<file path="config.mk">
export PLATFORM = sky130hd
export DESIGN_NAME = alu_issue_sequencer
export DESIGN_NICKNAME = d
export VERILOG_FILES = /design/src/rtl/alu_issue_sequencer.sv
export SDC_FILE = /design/constraint.sdc
export NUM_CORES = 1
export LEC_CHECK = 0
export ABC_AREA = 1
export BUFFER_PORTS_ARGS = -buffer_cell sky130_fd_sc_hd__buf_2
export CAP_MARGIN = 20
export CORE_MARGIN = 4
export CORE_UTILIZATION = 25
export CTS_BUF_LIST = sky130_fd_sc_hd__clkbuf_8
export CTS_CLUSTER_SIZE = 10
export DETAILED_ROUTE_END_ITERATION = 7
export GPL_ROUTABILITY_DRIVEN = 0
export PLACE_DENSITY = 0.49
export SYNTH_ARGS = -nofsm -noshare
export SYNTH_HDL_FRONTEND = slang
export SYNTH_SLANG_ARGS = --single-unit
</file>
<file path="constraint.sdc">
create_clock -name CLK -period 3.35 [get_ports CLK]
set_input_delay 0.67 -clock CLK [delete_from_list [all_inputs] [get_ports CLK]]
set_output_delay 0.67 -clock CLK [all_outputs]
set_load 0.03 [all_outputs]
</file>
<file path="src/rtl/alu_issue_sequencer.sv">
//==============================================================================
// Module      : alu_issue_sequencer
// Description : Multi-cycle issue sequencer for the 8-bit ALU. Accepts one
//               32-bit instruction per valid/ready handshake, reads operands
//               from the register file, drives the ALU for a configurable
//               number of cycles, then issues a writeback or branch strobe.
//               Optional build macro ILLEGAL_TRAP_EN: undefined opcodes raise
//               a sticky ILLEGAL flag and park the sequencer in HALT until
//               reset. Without it, undefined opcodes retire as a NOP.
// Revision    : 1.0 - initial release
//==============================================================================
`default_nettype none

module alu_issue_sequencer #(
    parameter int ALU_CYCLES  = 1,
    parameter int MULT_CYCLES = 3
) (
    input  logic        CLK,
    input  logic        RESET,
    input  logic [31:0] INSTR,
    input  logic        INSTR_VALID,
    output logic        INSTR_READY,
    output logic [2:0]  OUT1ADDRESS,
    output logic [2:0]  OUT2ADDRESS,
    input  logic [7:0]  REGOUT1,
    input  logic [7:0]  REGOUT2,
    output logic [7:0]  ALU_DATA1,
    output logic [7:0]  ALU_DATA2,
    output logic [2:0]  ALU_SELECT,
    input  logic [7:0]  ALU_RESULT,
    input  logic        ALU_ZERO,
    output logic        WRITEENABLE,
    output logic [2:0]  INADDRESS,
    output logic [7:0]  IN,
    output logic        BRANCH_TAKEN,
    output logic [7:0]  BRANCH_OFFSET,
    output logic        ILLEGAL
);

    // Counter must hold the larger of the two wait lengths
    localparam int c_MAX_CYC = (ALU_CYCLES > MULT_CYCLES) ? ALU_CYCLES : MULT_CYCLES;
    localparam int c_CNT_W   = $clog2(c_MAX_CYC + 1);

    localparam logic [c_CNT_W-1:0] c_ALU_LOAD  = c_CNT_W'(ALU_CYCLES);
    localparam logic [c_CNT_W-1:0] c_MULT_LOAD = c_CNT_W'(MULT_CYCLES);
    localparam logic [c_CNT_W-1:0] c_CNT_LAST  = c_CNT_W'(1);

    localparam logic [7:0] c_OP_LOADI = 8'd0;
    localparam logic [7:0] c_OP_MOV   = 8'd1;
    localparam logic [7:0] c_OP_ADD   = 8'd2;
    localparam logic [7:0] c_OP_SUB   = 8'd3;
    localparam logic [7:0] c_OP_AND   = 8'd4;
    localparam logic [7:0] c_OP_OR    = 8'd5;
    localparam logic [7:0] c_OP_J     = 8'd6;
    localparam logic [7:0] c_OP_BEQ   = 8'd7;
    localparam logic [7:0] c_OP_BNE   = 8'd8;
    localparam logic [7:0] c_OP_MULT  = 8'd9;
    localparam logic [7:0] c_OP_SLL   = 8'd10;
    localparam logic [7:0] c_OP_SRL   = 8'd11;
    localparam logic [7:0] c_OP_SRA   = 8'd12;
    localparam logic [7:0] c_OP_ROR   = 8'd13;

    typedef enum logic [2:0] {
        S_IDLE = 3'd0,
        S_READ = 3'd1,
        S_EXEC = 3'd2,
        S_WB   = 3'd3,
        S_HALT = 3'd4
    } state_t;

    state_t             r_state;
    logic [7:0]         r_opcode;
    logic [7:0]         r_offset;
    logic [7:0]         r_imm;
    logic [c_CNT_W-1:0] r_cnt;

    logic [2:0] w_sel;
    logic [7:0] w_d1;
    logic [7:0] w_d2;
    logic       w_write;
    logic       w_jump;
    logic       w_beq;
    logic       w_bne;
    logic       w_mult;
    logic       w_legal;
    logic       w_take;
    logic [7:0] w_neg_r2;
    logic [7:0] w_neg_imm;

    // Register address fields only use the low three bits of each byte
    logic w_unused;
    assign w_unused = &{1'b0, INSTR[15:11], INSTR[7:3]};

    assign w_neg_r2  = ~REGOUT2 + 8'd1;
    assign w_neg_imm = ~r_imm + 8'd1;

    // Branch outcome resolves on the captured ALU zero flag
    assign w_take = (w_beq & ALU_ZERO) | (w_bne & ~ALU_ZERO);

    // Opcode decode; operand values only matter at the end of READ, flags are stable all instruction
    always_comb begin
        w_sel   = 3'b000;
        w_d1    = 8'h00;
        w_d2    = 8'h00;
        w_write = 1'b0;
        w_jump  = 1'b0;
        w_beq   = 1'b0;
        w_bne   = 1'b0;
        w_mult  = 1'b0;
        w_legal = 1'b1;
        case (r_opcode)
            c_OP_LOADI: begin w_d2 = r_imm;                                   w_write = 1'b1; end
            c_OP_MOV:   begin w_d2 = REGOUT2;                                 w_write = 1'b1; end
            c_OP_ADD:   begin w_sel = 3'b001; w_d1 = REGOUT1; w_d2 = REGOUT2;   w_write = 1'b1; end
            c_OP_SUB:   begin w_sel = 3'b001; w_d1 = REGOUT1; w_d2 = w_neg_r2;  w_write = 1'b1; end
            c_OP_AND:   begin w_sel = 3'b010; w_d1 = REGOUT1; w_d2 = REGOUT2;   w_write = 1'b1; end
            c_OP_OR:    begin w_sel = 3'b011; w_d1 = REGOUT1; w_d2 = REGOUT2;   w_write = 1'b1; end
            c_OP_J:     begin w_jump = 1'b1; end
            c_OP_BEQ:   begin w_sel = 3'b001; w_d1 = REGOUT1; w_d2 = w_neg_r2;  w_beq = 1'b1; end
            c_OP_BNE:   begin w_sel = 3'b001; w_d1 = REGOUT1; w_d2 = w_neg_r2;  w_bne = 1'b1; end
            c_OP_MULT:  begin w_sel = 3'b111; w_d1 = REGOUT1; w_d2 = REGOUT2;   w_write = 1'b1; w_mult = 1'b1; end
            c_OP_SLL:   begin w_sel = 3'b100; w_d1 = REGOUT1; w_d2 = r_imm;     w_write = 1'b1; end
            c_OP_SRL:   begin w_sel = 3'b100; w_d1 = REGOUT1; w_d2 = w_neg_imm; w_write = 1'b1; end
            c_OP_SRA:   begin w_sel = 3'b101; w_d1 = REGOUT1; w_d2 = r_imm;     w_write = 1'b1; end
            c_OP_ROR:   begin w_sel = 3'b110; w_d1 = REGOUT1; w_d2 = r_imm;     w_write = 1'b1; end
            default:    begin w_legal = 1'b0; end
        endcase
    end

`ifndef ILLEGAL_TRAP_EN
    assign ILLEGAL = 1'b0;
`endif

    // Sequencer FSM with all outputs registered
    always_ff @(posedge CLK or negedge RESET) begin
        if (!RESET) begin
            r_state       <= S_IDLE;
            r_opcode      <= 8'h00;
            r_offset      <= 8'h00;
            r_imm         <= 8'h00;
            r_cnt         <= '0;
            INSTR_READY   <= 1'b0;
            OUT1ADDRESS   <= 3'd0;
            OUT2ADDRESS   <= 3'd0;
            ALU_DATA1     <= 8'h00;
            ALU_DATA2     <= 8'h00;
            ALU_SELECT    <= 3'd0;
            WRITEENABLE   <= 1'b0;
            INADDRESS     <= 3'd0;
            IN            <= 8'h00;
            BRANCH_TAKEN  <= 1'b0;
            BRANCH_OFFSET <= 8'h00;
`ifdef ILLEGAL_TRAP_EN
            ILLEGAL       <= 1'b0;
`endif
        end else begin
            case (r_state)
                S_IDLE: begin
                    if (INSTR_READY && INSTR_VALID) begin
                        r_opcode    <= INSTR[31:24];
                        r_offset    <= INSTR[23:16];
                        r_imm       <= INSTR[7:0];
                        OUT1ADDRESS <= INSTR[10:8];
                        OUT2ADDRESS <= INSTR[2:0];
                        INADDRESS   <= INSTR[18:16];
                        INSTR_READY <= 1'b0;
                        r_state     <= S_READ;
                    end else begin
                        INSTR_READY <= 1'b1;
                    end
                end
                S_READ: begin
                    OUT1ADDRESS <= 3'd0;
                    OUT2ADDRESS <= 3'd0;
                    if (w_jump) begin
                        BRANCH_TAKEN  <= 1'b1;
                        BRANCH_OFFSET <= r_offset;
                        r_state       <= S_WB;
                    end else if (!w_legal) begin
`ifdef ILLEGAL_TRAP_EN
                        ILLEGAL <= 1'b1;
                        r_state <= S_HALT;
`else
                        r_state <= S_WB;
`endif
                    end else begin
                        ALU_DATA1  <= w_d1;
                        ALU_DATA2  <= w_d2;
                        ALU_SELECT <= w_sel;
                        r_cnt      <= w_mult ? c_MULT_LOAD : c_ALU_LOAD;
                        r_state    <= S_EXEC;
                    end
                end
                S_EXEC: begin
                    if (r_cnt == c_CNT_LAST) begin
                        IN            <= ALU_RESULT;
                        WRITEENABLE   <= w_write;
                        BRANCH_TAKEN  <= w_take;
                        BRANCH_OFFSET <= w_take ? r_offset : 8'h00;
                        ALU_DATA1     <= 8'h00;
                        ALU_DATA2     <= 8'h00;
                        ALU_SELECT    <= 3'd0;
                        r_state       <= S_WB;
                    end else begin
                        r_cnt <= r_cnt - c_CNT_LAST;
                    end
                end
                S_WB: begin
                    WRITEENABLE   <= 1'b0;
                    BRANCH_TAKEN  <= 1'b0;
                    BRANCH_OFFSET <= 8'h00;
                    INADDRESS     <= 3'd0;
                    INSTR_READY   <= 1'b1;
                    r_state       <= S_IDLE;
                end
                S_HALT: begin
                    r_state <= S_HALT;
                end
                default: begin
                    r_state <= S_IDLE;
                end
            endcase
        end
    end

endmodule

`default_nettype wire

</file>
== Yosys cells after proc, flatten, opt, wreduce, memory -nomap -nowiden ==
Cells that the tools add are included.
Storage, ports and cells
  ROM bits: 0
  memory bits (writable): 0
  output and inout bits: 48
  memories: 0
  flip-flop bits (word level): 76
  input port bits: 60
  word-level logic and storage cells: 121
  bits in latches: 0
Cells by class
  order comparisons: 0
  $mul: 0
  $add $sub $neg: 3
  bitwise logic cells: 6
  shift operators: 0
  multiplexer cells: 47
  equal/unequal tests: 24
  reductions and logical operators: 25
  div/mod/pow operators: 0
Operator list (count)
  $mux W8: 9
  $eq A8 B4 Y1 const B: 6
  $eq A8 B3 Y1 const B: 4
  $pmux W8 S2: 2
  $pmux W8 S4: 1
  $mux W3: 8
  $pmux W3 S2: 4
  $pmux W8 S3: 1
  $reduce_or A11 Y1: 2
  $pmux W3 S7: 1
  $add A8 B1 Y8 const B: 2
  $eq A8 B2 Y1 const B: 2
  $not A8 Y8: 2
  $reduce_or A14 Y1: 1
  $mux W1: 12
  $ne A2 B2 Y1 const B: 6
  $pmux W3 S4: 1
  $reduce_and A2 Y1: 6
  $eq A8 B1 Y1 const B: 1
  $logic_not A8 Y1: 1
  $mux W2: 4
  $reduce_and A4 Y1: 2
  $reduce_bool A2 Y1: 4
  $reduce_or A4 Y1: 2
  other kinds (18): 21

== Depth between registers and ports, before layout ==
Gate-level depths: netlist of run 1.
  word-level depth: 7
  depth in mapped cells: 16
  mapped depth without buffers: 15

== Worst setup path after synthesis of run 1 ==
Ideal clock, no wire load.
  kind: register to register
  start: reg r_opcode[4]
  end: reg ALU_DATA2[6]
  buffers on the path: 2
  cell stages (with the launch flop): 16
  data required time: 3.233 ns
  arrival: 1.650 ns
  slack: 1.583 ns
  period minus slack after synthesis: 1.767 ns
  setup time: 0.117 ns
  path through: dfrtp_1 -> inv_1 -> nand2_1 -> nor2_2 -> buf_6 -> buf_12 -> nand3_1 -> nand2_2 -> ha_1 -> nand2_1 -> nor2_2 -> nand3_1 -> nand3_1 -> nand2_1 -> nand2_1 -> nand2_1
Between the ends
  word-level cells in the longest chain between the ends: 6
  elaborated cells between the ends (all ways): 27
  those cells by class: eq/ne: 15; mux: 6; reduce/logical: 6
Ends and longest elaborated chain
  from (decl): RTL line 72  | logic [7:0] r_opcode;
  from (signal assigned): RTL line 160  | r_opcode <= INSTR[31:24];
  $eq A8 B4 Y1, or another cell as far along: RTL line 111  | case (r_opcode)
  $reduce_or A5 Y1 (no source line), or another cell as far along
  $pmux W8 S4: RTL line 111
  $mux W8: RTL line 179  | end else if (!w_legal) begin
  $mux W8: RTL line 175  | if (w_jump) begin
  $pmux W8 S2: RTL line 157  | case (r_state)
  to (signal assigned): RTL line 188  | ALU_DATA2 <= w_d2;
  to (decl): RTL line 28  | output logic [7:0] ALU_DATA2,
Parallel ways exist; a longest one is shown, timed or not. The select of a mux whose other input is x is not followed.
A chain may end at the register's enable or synchronous reset.

== Worst setup path after layout of run 1 ==
  start: reg r_opcode[1]
  end: reg BRANCH_OFFSET[4]
Between the ends
  word-level cells in the longest chain between the ends: 7
  elaborated cells between the ends (all ways): 14
  those cells by class: eq/ne: 4; mux: 6; bitwise: 3; reduce/logical: 1
Ends and longest elaborated chain
  $eq A8 B3 Y1 / $eq A8 B4 Y1 (equally long branches): RTL line 111
  $mux W1: RTL line 111
  $and A1 B1 Y1: RTL line 98  | assign w_take = (w_beq & ALU_ZERO) | (w_bne & ~ALU_ZERO);
  $or A1 B1 Y1: RTL line 98
  $mux W8: RTL line 199  | BRANCH_OFFSET <= w_take ? r_offset : 8'h00;
  $mux W8: RTL line 195  | if (r_cnt == c_CNT_LAST) begin
  $pmux W8 S3: RTL line 157
  to (signal assigned): RTL line 177  | BRANCH_OFFSET <= r_offset;
  to (signal assigned): RTL line 199
  to (decl): RTL line 36  | output logic [7:0] BRANCH_OFFSET,
Parallel ways exist; a longest one is shown, timed or not. The select of a mux whose other input is x is not followed.

==> flow_metrics.py, run 1 <==
metrics = {
    "detailed_routing": {
        "dr.pass1.iters": 4,
        "ant_nets": 0,
        "vias": 3452,
        "drtIter0Drc": 176,
        "via_per_inst": 4.47,
        "wire_per_inst_um": 13.7,
        "drc": 0,
        "wirelength_mm": 10.6,
    },
    "timing": {
        "hold_ws_ns": 0.277,
        "skew_ns": 0.0116,
        "tns_ns": 0,
        "tightest_slew_ns": 0.997,
        "timing.final.hold_violations": 0,
        "drv_slew": 0,
        "finalSetupViolations": 0,
        "min_period_ns": 2.59,
        "grt_setup_unrepaired": "false",
        "fmax_mhz": 386,
        "slew_headroom": 0.330,
        "finalCritPeriodShare": 0.773,
    },
    "cells_and_area": {
        "syn2layout_area_growth_pct": 24.2,
        "drive_above_1_share": 0.255,
        "multi_input_area_um2": 1560,
        "antennaDiodeCount": 0,
        "final_nets": 647,
        "layoutNonFillerInstCount": 773,
        "design_area_um2": 4720,
        "finish.utilization": 0.321,
        "seq_area_um2": 1900,
        "fillerInstances": 1588,
    },
    "yosys": {
        "synth_top_family_by_area": "simple AND/OR/NAND/NOR gates",
        "post_synth_xor_area_fraction": 0,
        "ys_seq_area_frac": 0.500,
        "synth_edf_count": 0,
        "yosys.area_share.simple": 0.294,
        "synth_top_cell_area_share": 0.500,
        "synthAdderAreaFrac": 0.00658,
        "synth_ff_type": "dfrtp_1",
        "synth_area_um2": 3800,
        "postSynthAreaPerCell_um2": 7.86,
        "async_flop_share": 1.00,
        "yosysMostFrequentCell": "nand2_1",
        "synth_warnings": 0,
        "ys_ff_latch": 76,
        "synthTopCellsByArea": "dfrtp_1 (50%), nand2_1 (17%), inv_1 (5.9%)",
        "synth.area.mux_share": 0,
        "ys_types": 36,
        "netlist_instances": 484,
        "synth_compound_area_frac": 0.107,
        "post-synth-top-area-cell": "dfrtp_1",
        "yosys-top-cells-count": "nand2_1 (176), dfrtp_1 (76), inv_1 (60)",
        "syn-num-nets": 546,
    },
    "clock_network": {
        "cts_tree": "built",
        "cts-htree-levels": 3,
        "postCtsSetupRepairBufs": 0,
        "numCtsBuffers": 9,
        "cts-resized-gates": 0,
        "root_buffer": "clkbuf_8",
        "insertion_delay_ns": 0.36,
        "cts.clk_slew.worst_paths_ns": 0.08,
        "holdBufCountCts": 0,
        "cts.sinks": 76,
        "clk_path_buf_depth": 2,
    },
    "placed_design": {
        "placed_cells": 757,
        "portBuffers": 101,
        "place_area_um2": 4460,
        "dpl.hpwl_mm": 7.71,
    },
    "worst_setup_path": {
        "cp_max_fo": 11,
        "slowest_delay_ns": 0.77,
        "ff2ff_path_depth": 6,
        "cp_top_family": "simple AND/OR/NAND/NOR gates",
        "r2r_slack_ns": 0.76,
        "required_ns": 3.62,
        "critical_path_class": "reg -> reg",
        "start_kind": "flip-flop",
        "rr_startpoint": "r_opcode[1]",
        "cp-end-kind": "flip-flop",
        "cp.arrival_ns": 2.86,
        "reg2reg_to": "BRANCH_OFFSET[4]",
        "crit_buf_inv": 1,
        "path_cells": "inv_1 > nor2_1 > a31oi_1 > nor4_2 > nand2_1 > o22ai_1",
        "slowest_stage": "nor4_2",
    },
    "floorplan": {
        "die_area_um2": 17200,
        "rows": 44,
        "initial_core_util": 0.259,
        "dieWidth_um": 131,
        "die_h_um": 131,
        "core_um2": 14700,
        "ios": 108,
    },
    "power": {
        "p_per_area_nw_per_um2": 935,
        "ir_worst_vdd_mv": 0.254,
        "leakage_nw": 2.58,
    },
    "grt": {
        "grt_first_pass_wirelength_mm": 17.8,
        "grt_overflow_total": 0,
        "grt_max_degree": 77,
        "grt_pass1_vias": 3577,
        "grt_util_all_layers": 0.129,
        "antenna_found_initial": 0,
    },
    "outcome": {
        "status": "complete, no violations",
    },
    "job": {
        "maxCapViolations": 0,
    },
    "worst_hold_path": {
        "hp-class": "in -> async",
    },
}
## report_power, final
group          switching [mW]  leakage, nW  total (mW)  internal (mW)
registers               0.208        0.982        1.50           1.29
clock network           0.352        0.120       0.860          0.509
logic                    1.49         1.48        2.06          0.566
## logic make-up (layout without fill, tap and decap cells)
kind of cell | Yosys count | count (layout)
fa+ha+maj | 2 | 2
simple gates | 253 | 253
other cells | 1 | 1
flops | 76 | 76
compound gates | 72 | 72
buf+inv | 80 | 185
## cells in the final DEF, fill, tap and decap left out, drive strengths merged, types with 2 or more instances in the layout
cell type / netlist / final
nand2: 183 / 183
buf: 11 / 105
dfrtp: 76 / 76
inv: 65 / 66
o21ai: 48 / 48
nand3: 37 / 37
nor2: 25 / 25
clkbuf: 4 / 10
o22ai: 7 / 7
a21oi: 6 / 6
a31oi: 4 / 4
nor3: 4 / 4
a22oi: 3 / 3
bufinv: 0 / 3
nand4: 2 / 2
ha: 2 / 2
nor4: 2 / 2
## per-stage QoR
step	setup slack [ns]	power, mW
floorplan	1.58	3.04
global placement	0.822	3.55
detailed placement	0.788	3.60
CTS	0.755	4.48
global route	0.390	4.79
finish	0.759	4.41
## metal layers
metal | wire, µm | vias to the layer above | GRT usage | share of wire
li1 | - | 1726 | - | -
met1 | 4820 | 1600 | 0.168 | 0.46
met2 | 4830 | 109 | 0.201 | 0.46
met3 | 609 | 17 | 0.0268 | 0.058
met4 | 320 | 0 | 0.0677 | 0.030
met5 | 0 | - | 0 | 0
## layout make-up
class,instances,area share
Tap cell,184,0.0487
Clock buffer,10,0.0291
Sequential cell,76,0.403
Clock inverter,5,0.0215
Timing Repair Buffer,105,0.117
Multi-Input combinational cell,328,0.330
Inverter,65,0.0517
## how the worst max path moves through the flow
stage	slack (ns)	cells past startpoint	endpoint	from
floorplan	1.58	15	ALU_DATA2[6]	r_opcode[4]
global placement	0.82	8	BRANCH_OFFSET[1]	r_opcode[4]
detailed placement	0.79	6	BRANCH_OFFSET[3]	r_opcode[1]
CTS	0.75	6	BRANCH_OFFSET[3]	r_opcode[1]
global route	0.39	6	BRANCH_OFFSET[1]	r_opcode[1]
finish	0.76	6	BRANCH_OFFSET[4]	r_opcode[1]
## flip-flops by register name (all words and copies together), names as in the netlist, 8 cells and up
name,count
ALU_DATA1,8
ALU_DATA2,8
BRANCH_OFFSET,8
IN,8
r_imm,8
r_offset,8
r_opcode,8
No activity file was read; power rests on OpenSTA's default activity.
==> inputs of run 2 (changes only) <==
- clock period: 3.35 -> 2.7 ns (I/O delays scaled with it)
==> flow_metrics.py, run 2 (same netlist as run 1, synthesis figures left out) <==
metrics = {
    "outcome": {
        "status": "complete, no violations",
    },
    "cells_and_area": {
        "finish.utilization": 0.325,
        "syn2layout_area_growth_pct": 25.7,
        "design_area_um2": 4780,
        "final_nets": 648,
        "layoutNonFillerInstCount": 775,
        "most-common-layout-cells": "nand2_1 (176), buf_2 (100), dfrtp_1 (76)",
        "drive_above_1_share": 0.255,
        "antennaDiodeCount": 0,
        "final_common_cell": "nand2_1",
    },
    "worst_setup_path": {
        "cp.arrival_ns": 2.54,
        "cp-end-kind": "flip-flop",
        "cp_max_fo": 11,
        "start_kind": "flip-flop",
        "required_ns": 2.95,
        "critical_path_class": "reg -> reg",
    },
    "grt": {
        "grt_first_pass_wirelength_mm": 17.5,
        "grt_pass1_vias": 3509,
        "grt_max_degree": 43,
        "antenna_found_initial": 0,
        "grt_overflow_total": 0,
        "grt_util_all_layers": 0.126,
    },
    "power": {
        "leakage_nw": 2.61,
        "p_total_mw": 5.61,
        "ir_worst_vdd_mv": 0.372,
        "p_per_area_nw_per_um2": 1170,
    },
    "timing": {
        "fmax_mhz": 438,
        "finalCritPeriodShare": 0.847,
        "drv_slew": 0,
        "slew_headroom": 0.573,
        "finalWorstSetupSlack_ns": 0.414,
        "finalSetupViolations": 0,
        "grt_setup_unrepaired": "false",
        "min_period_ns": 2.29,
        "tns_ns": 0,
        "tightest_slew_ns": 0.636,
        "timing.final.hold_violations": 0,
        "skew_ns": 0.00911,
        "hold_ws_ns": 0.136,
    },
    "placed_design": {
        "place_area_um2": 4500,
        "dpl.hpwl_mm": 7.91,
        "placed_cells": 759,
        "portBuffers": 101,
        "place_ws_ns": 0.128,
    },
    "floorplan": {
        "core_um2": 14700,
        "ios": 108,
        "rows": 44,
        "dieWidth_um": 131,
        "die_area_um2": 17200,
        "die_h_um": 131,
        "initial_core_util": 0.259,
    },
    "detailed_routing": {
        "drc": 0,
        "wire_per_inst_um": 13.6,
        "vias": 3433,
        "dr.pass1.iters": 7,
        "wirelength_mm": 10.5,
        "ant_nets": 0,
        "drtIter0Drc": 125,
        "via_per_inst": 4.43,
    },
    "clock_network": {
        "cts_tree": "built",
        "cts-htree-levels": 3,
        "root_buffer": "clkbuf_8",
        "cts.sinks": 76,
        "insertion_delay_ns": 0.36,
        "clk_path_buf_depth": 2,
        "numCtsBuffers": 9,
        "cts.clk_slew.worst_paths_ns": 0.08,
    },
    "job": {
        "maxCapViolations": 0,
    },
    "worst_hold_path": {
        "hp-class": "in -> async",
    },
}
run 2: routing by layer:
layer	vias to the layer above	global-route usage	wire length, µm
li1	1737	-	-
met1	1578	0.161	5020
met2	102	0.198	4660
met3	16	0.0279	508
met4	0	0.0712	344
met5	-	0	0
run 2: final timing paths:
check	startpoint	end	slack (ns)	cells past startpoint
min reg2reg	r_cnt[1]	r_cnt[1]	0.48	2
min	RESET	ALU_DATA2[4]	0.14	1
min in group CLK	ALU_RESULT[7]	IN[7]	0.37	3
max	r_opcode[4]	ALU_DATA2[6]	0.41	16
max in group asynchronous	RESET	BRANCH_OFFSET[7]	1.97	2
max reg2reg	r_opcode[4]	ALU_DATA2[6]	0.41	16
run 2: cell type report:
type | instances | area (µm²)
clock buffers | 10 | 138
clock inverters | 6 | 128
fillers | 1606 | 9920
inverters | 65 | 244
multi-input cells | 328 | 1570
flip-flops and latches | 76 | 1900
well taps | 184 | 230
repair buffers | 106 | 571
run 2: worst max-delay path, cell delays in order, from the launching register on:
cell     delay [ns]
dfrtp_1        0.36
inv_1          0.08
nand2_1        0.07
nor2_2         0.35
buf_4          0.28
nand2_4        0.12
nand2_1        0.07
nand2_1        0.11
ha_1           0.22
nand2_1        0.13
nor2_2         0.06
nand2_1        0.05
nand2_1        0.04
nand3_1        0.07
nand2_1        0.05
nand2_1        0.05
nand2_1        0.04
run 2: repair_timing:
item                       4_1_cts  5_1_grt
hold buffers                     0        0
setup endpoints to repair        0        8
hold endpoints to repair         0        0
gates resized for setup          0        1
buffers inserted                 0        0
run 2: power by group:
part | internal [mW] | switching, mW | total, mW
clock | 0.727 | 0.422 | 1.15
sequential | 1.60 | 0.255 | 1.86
combinational | 0.728 | 1.88 | 2.60
==> inputs of run 3 (changes only) <==
- ABC_AREA: 1 -> 0
- PLACE_DENSITY: 0.49 -> 0.51
- clock period: 2.7 -> 1.8 ns (I/O delays scaled with it)
==> flow_metrics.py, run 3 <==
metrics = {
    "detailed_routing": {
        "ant_nets": 0,
        "via_per_inst": 4.83,
        "drc": 0,
        "dr.pass1.iters": 4,
        "wirelength_mm": 10.8,
        "vias": 3236,
        "drtIter0Drc": 146,
        "wire_per_inst_um": 16.2,
    },
    "clock_network": {
        "numCtsBuffers": 9,
        "cts.sinks": 76,
        "insertion_delay_ns": 0.36,
        "root_buffer": "clkbuf_8",
        "cts.clk_slew.worst_paths_ns": 0.09,
        "cts_tree": "built",
        "cts-htree-levels": 3,
        "clk_path_buf_depth": 2,
    },
    "timing": {
        "min_period_ns": 2.39,
        "fmax_mhz": 419,
        "finalWorstSetupSlack_ns": -0.589,
        "hold_ws_ns": 0.192,
        "grt_setup_unrepaired": "true",
        "tns_ns": -2.30,
        "finalCritPeriodShare": 1.33,
        "skew_ns": 0.00811,
        "timing.final.hold_violations": 0,
        "drv_slew": 0,
        "finalSetupViolations": 14,
    },
    "yosys": {
        "synth_edf_count": 0,
        "yosys-top-cells-count": "dfrtp_1 (76), mux2_2 (31), nand2_1 (28)",
        "syn-num-nets": 395,
        "yosysMostFrequentCell": "dfrtp_1",
        "async_flop_share": 1.00,
        "ys_ff_latch": 76,
        "ys_types": 54,
        "synthTopCellsByArea": "dfrtp_1 (50%), mux2_2 (9.1%), mux2i_1 (4.7%)",
        "synth_top_cell_area_share": 0.498,
        "synth_area_um2": 3820,
        "post-synth-top-area-cell": "dfrtp_1",
        "synth_warnings": 0,
        "ys_seq_area_frac": 0.498,
        "netlist_instances": 333,
        "postSynthAreaPerCell_um2": 11.5,
        "synth_ff_type": "dfrtp_1",
    },
    "placed_design": {
        "portBuffers": 101,
        "placed_cells": 646,
        "dpl.hpwl_mm": 7.97,
    },
    "cells_and_area": {
        "syn2layout_area_growth_pct": 41.1,
        "final_nets": 543,
        "antennaDiodeCount": 0,
        "drive_above_1_share": 0.486,
        "most-common-layout-cells": "buf_2 (100), dfrtp_1 (74), buf_4 (40)",
        "finish.utilization": 0.365,
        "final_common_cell": "buf_2",
        "layoutNonFillerInstCount": 670,
    },
    "worst_setup_path": {
        "critical_path_class": "reg -> reg",
        "slowest_delay_ns": 0.58,
        "required_ns": 2.05,
        "cp_max_fo": 3,
        "cp-end-kind": "flip-flop",
        "slowest_stage": "or4_4",
        "start_kind": "flip-flop",
        "cp.arrival_ns": 2.64,
        "path_cells": "or4_4 > nor2_8 > mux2i_1 > ha_2 > mux2_4 > a32o_1 > o211ai_1 > nand2_1",
    },
    "floorplan": {
        "rows": 44,
        "die_area_um2": 17300,
        "ios": 108,
        "die_h_um": 132,
        "initial_core_util": 0.259,
        "dieWidth_um": 132,
        "core_um2": 14800,
    },
    "power": {
        "leakage_nw": 2.54,
        "p_per_area_nw_per_um2": 1840,
        "ir_worst_vdd_mv": 0.626,
    },
    "outcome": {
        "status": "finished with violations",
        "violations": "negative setup slack",
    },
    "grt": {
        "grt_overflow_total": 0,
        "grt_pass1_vias": 3376,
        "grt_util_all_layers": 0.128,
        "grt_first_pass_wirelength_mm": 18.0,
        "antenna_found_initial": 0,
        "grt_max_degree": 36,
    },
    "job": {
        "maxCapViolations": 0,
    },
    "worst_hold_path": {
        "hp-class": "in -> reg",
    },
}
==> run 3: cell count changes in the layout (fill, tap and decap cells not counted), sizes merged, moves of 6 or more <==
| cell | previous run | this run |
|---|---|---|
| a22oi | 3 | 15 |
| xnor2 | 0 | 6 |
| buf | 106 | 154 |
| o21ai | 48 | 18 |
| inv | 67 | 9 |
| a22o | 0 | 20 |
| mux2 | 0 | 32 |
| mux2i | 0 | 18 |
| nand2 | 183 | 28 |
| nand3 | 37 | 4 |
==> run 3: cells by family (layout without fill, tap and decap cells) <==
logic type	Yosys count	after routing	share of synthesized area
xor+xnor	10	10	0.0229
simple gates	80	81	0.129
flops	76	76	0.498
fa+ha+maj	2	2	0.00656
mux	50	50	0.142
compound gates	90	90	0.172
buf+inv	24	176	0.0285
other cells	1	1	0.000983
==> run 3: metal layers <==
layer | part of all wire | global-route usage | vias up
li1 | - | - | 1537
met1 | 0.45 | 0.165 | 1605
met2 | 0.49 | 0.209 | 81
met3 | 0.048 | 0.0287 | 13
met4 | 0.016 | 0.0543 | 0
met5 | 0 | 0 | -
==> run 3: timing repair <==
| action | CTS | global route |
|---|---|---|
| endpoints found under the hold margin | 32 | 0 |
| setup buffers | 5 | 2 |
| hold buffers | 1 | 0 |
| endpoints found under the setup margin | 29 | 29 |
| cloned | 1 | 0 |
| pin swaps | 16 | 5 |
| gates resized for setup | 22 | 16 |
==> run 3: metrics by stage <==
stage | power, mW | area (µm²) | setup WS (ns)
2_1_floorplan | 6.22 | 3830 | -0.561
3_3_place_gp | 7.93 | 4890 | -0.515
3_5_place_dp | 8.03 | 4890 | -0.540
4_1_cts | 9.91 | 5300 | -0.552
5_1_grt | 10.6 | 5390 | -0.712
6_report | 9.90 | 5390 | -0.589
==> run 3: power breakdown <==
part / switching (mW) / internal [mW]
clock network: 0.721 / 0.805
logic: 3.02 / 2.37
registers: 0.532 / 2.46
==> run 3: layout make-up <==
type	instances	area (µm²)
timing repair buffer	155	1030
inverter	5	18.8
multi-input combinational	234	1970
sequential	76	1900
fill	1506	9370
clock inverter	7	105
tap	184	230
clock buffer	9	124
==> run 3: path summary, 6_finish.rpt <==
check / from / end / slack [ns] / cells after the start
worst max register to register: r_opcode[5] / ALU_DATA2[1] / -0.59 / 8
min in group asynchronous: RESET / IN[3] / 0.52 / 2
worst min register to register: r_offset[0] / BRANCH_OFFSET[0] / 0.49 / 1
worst min-delay path: INSTR[9] / OUT1ADDRESS[1] / 0.19 / 3
max in group asynchronous: RESET / ALU_DATA1[5] / 0.75 / 3
worst max-delay path: r_opcode[5] / ALU_DATA2[1] / -0.59 / 8
==> run 3: worst max-delay path: cells and delay by family, from the launching register on <==
family	cells	cell delay, ns
flip-flops	1	0.39
AO/OA/AOI/OAI	2	0.35
AND/OR/NAND/NOR	3	0.77
adder cells (fa/ha/maj)	1	0.30
multiplexers	2	0.47
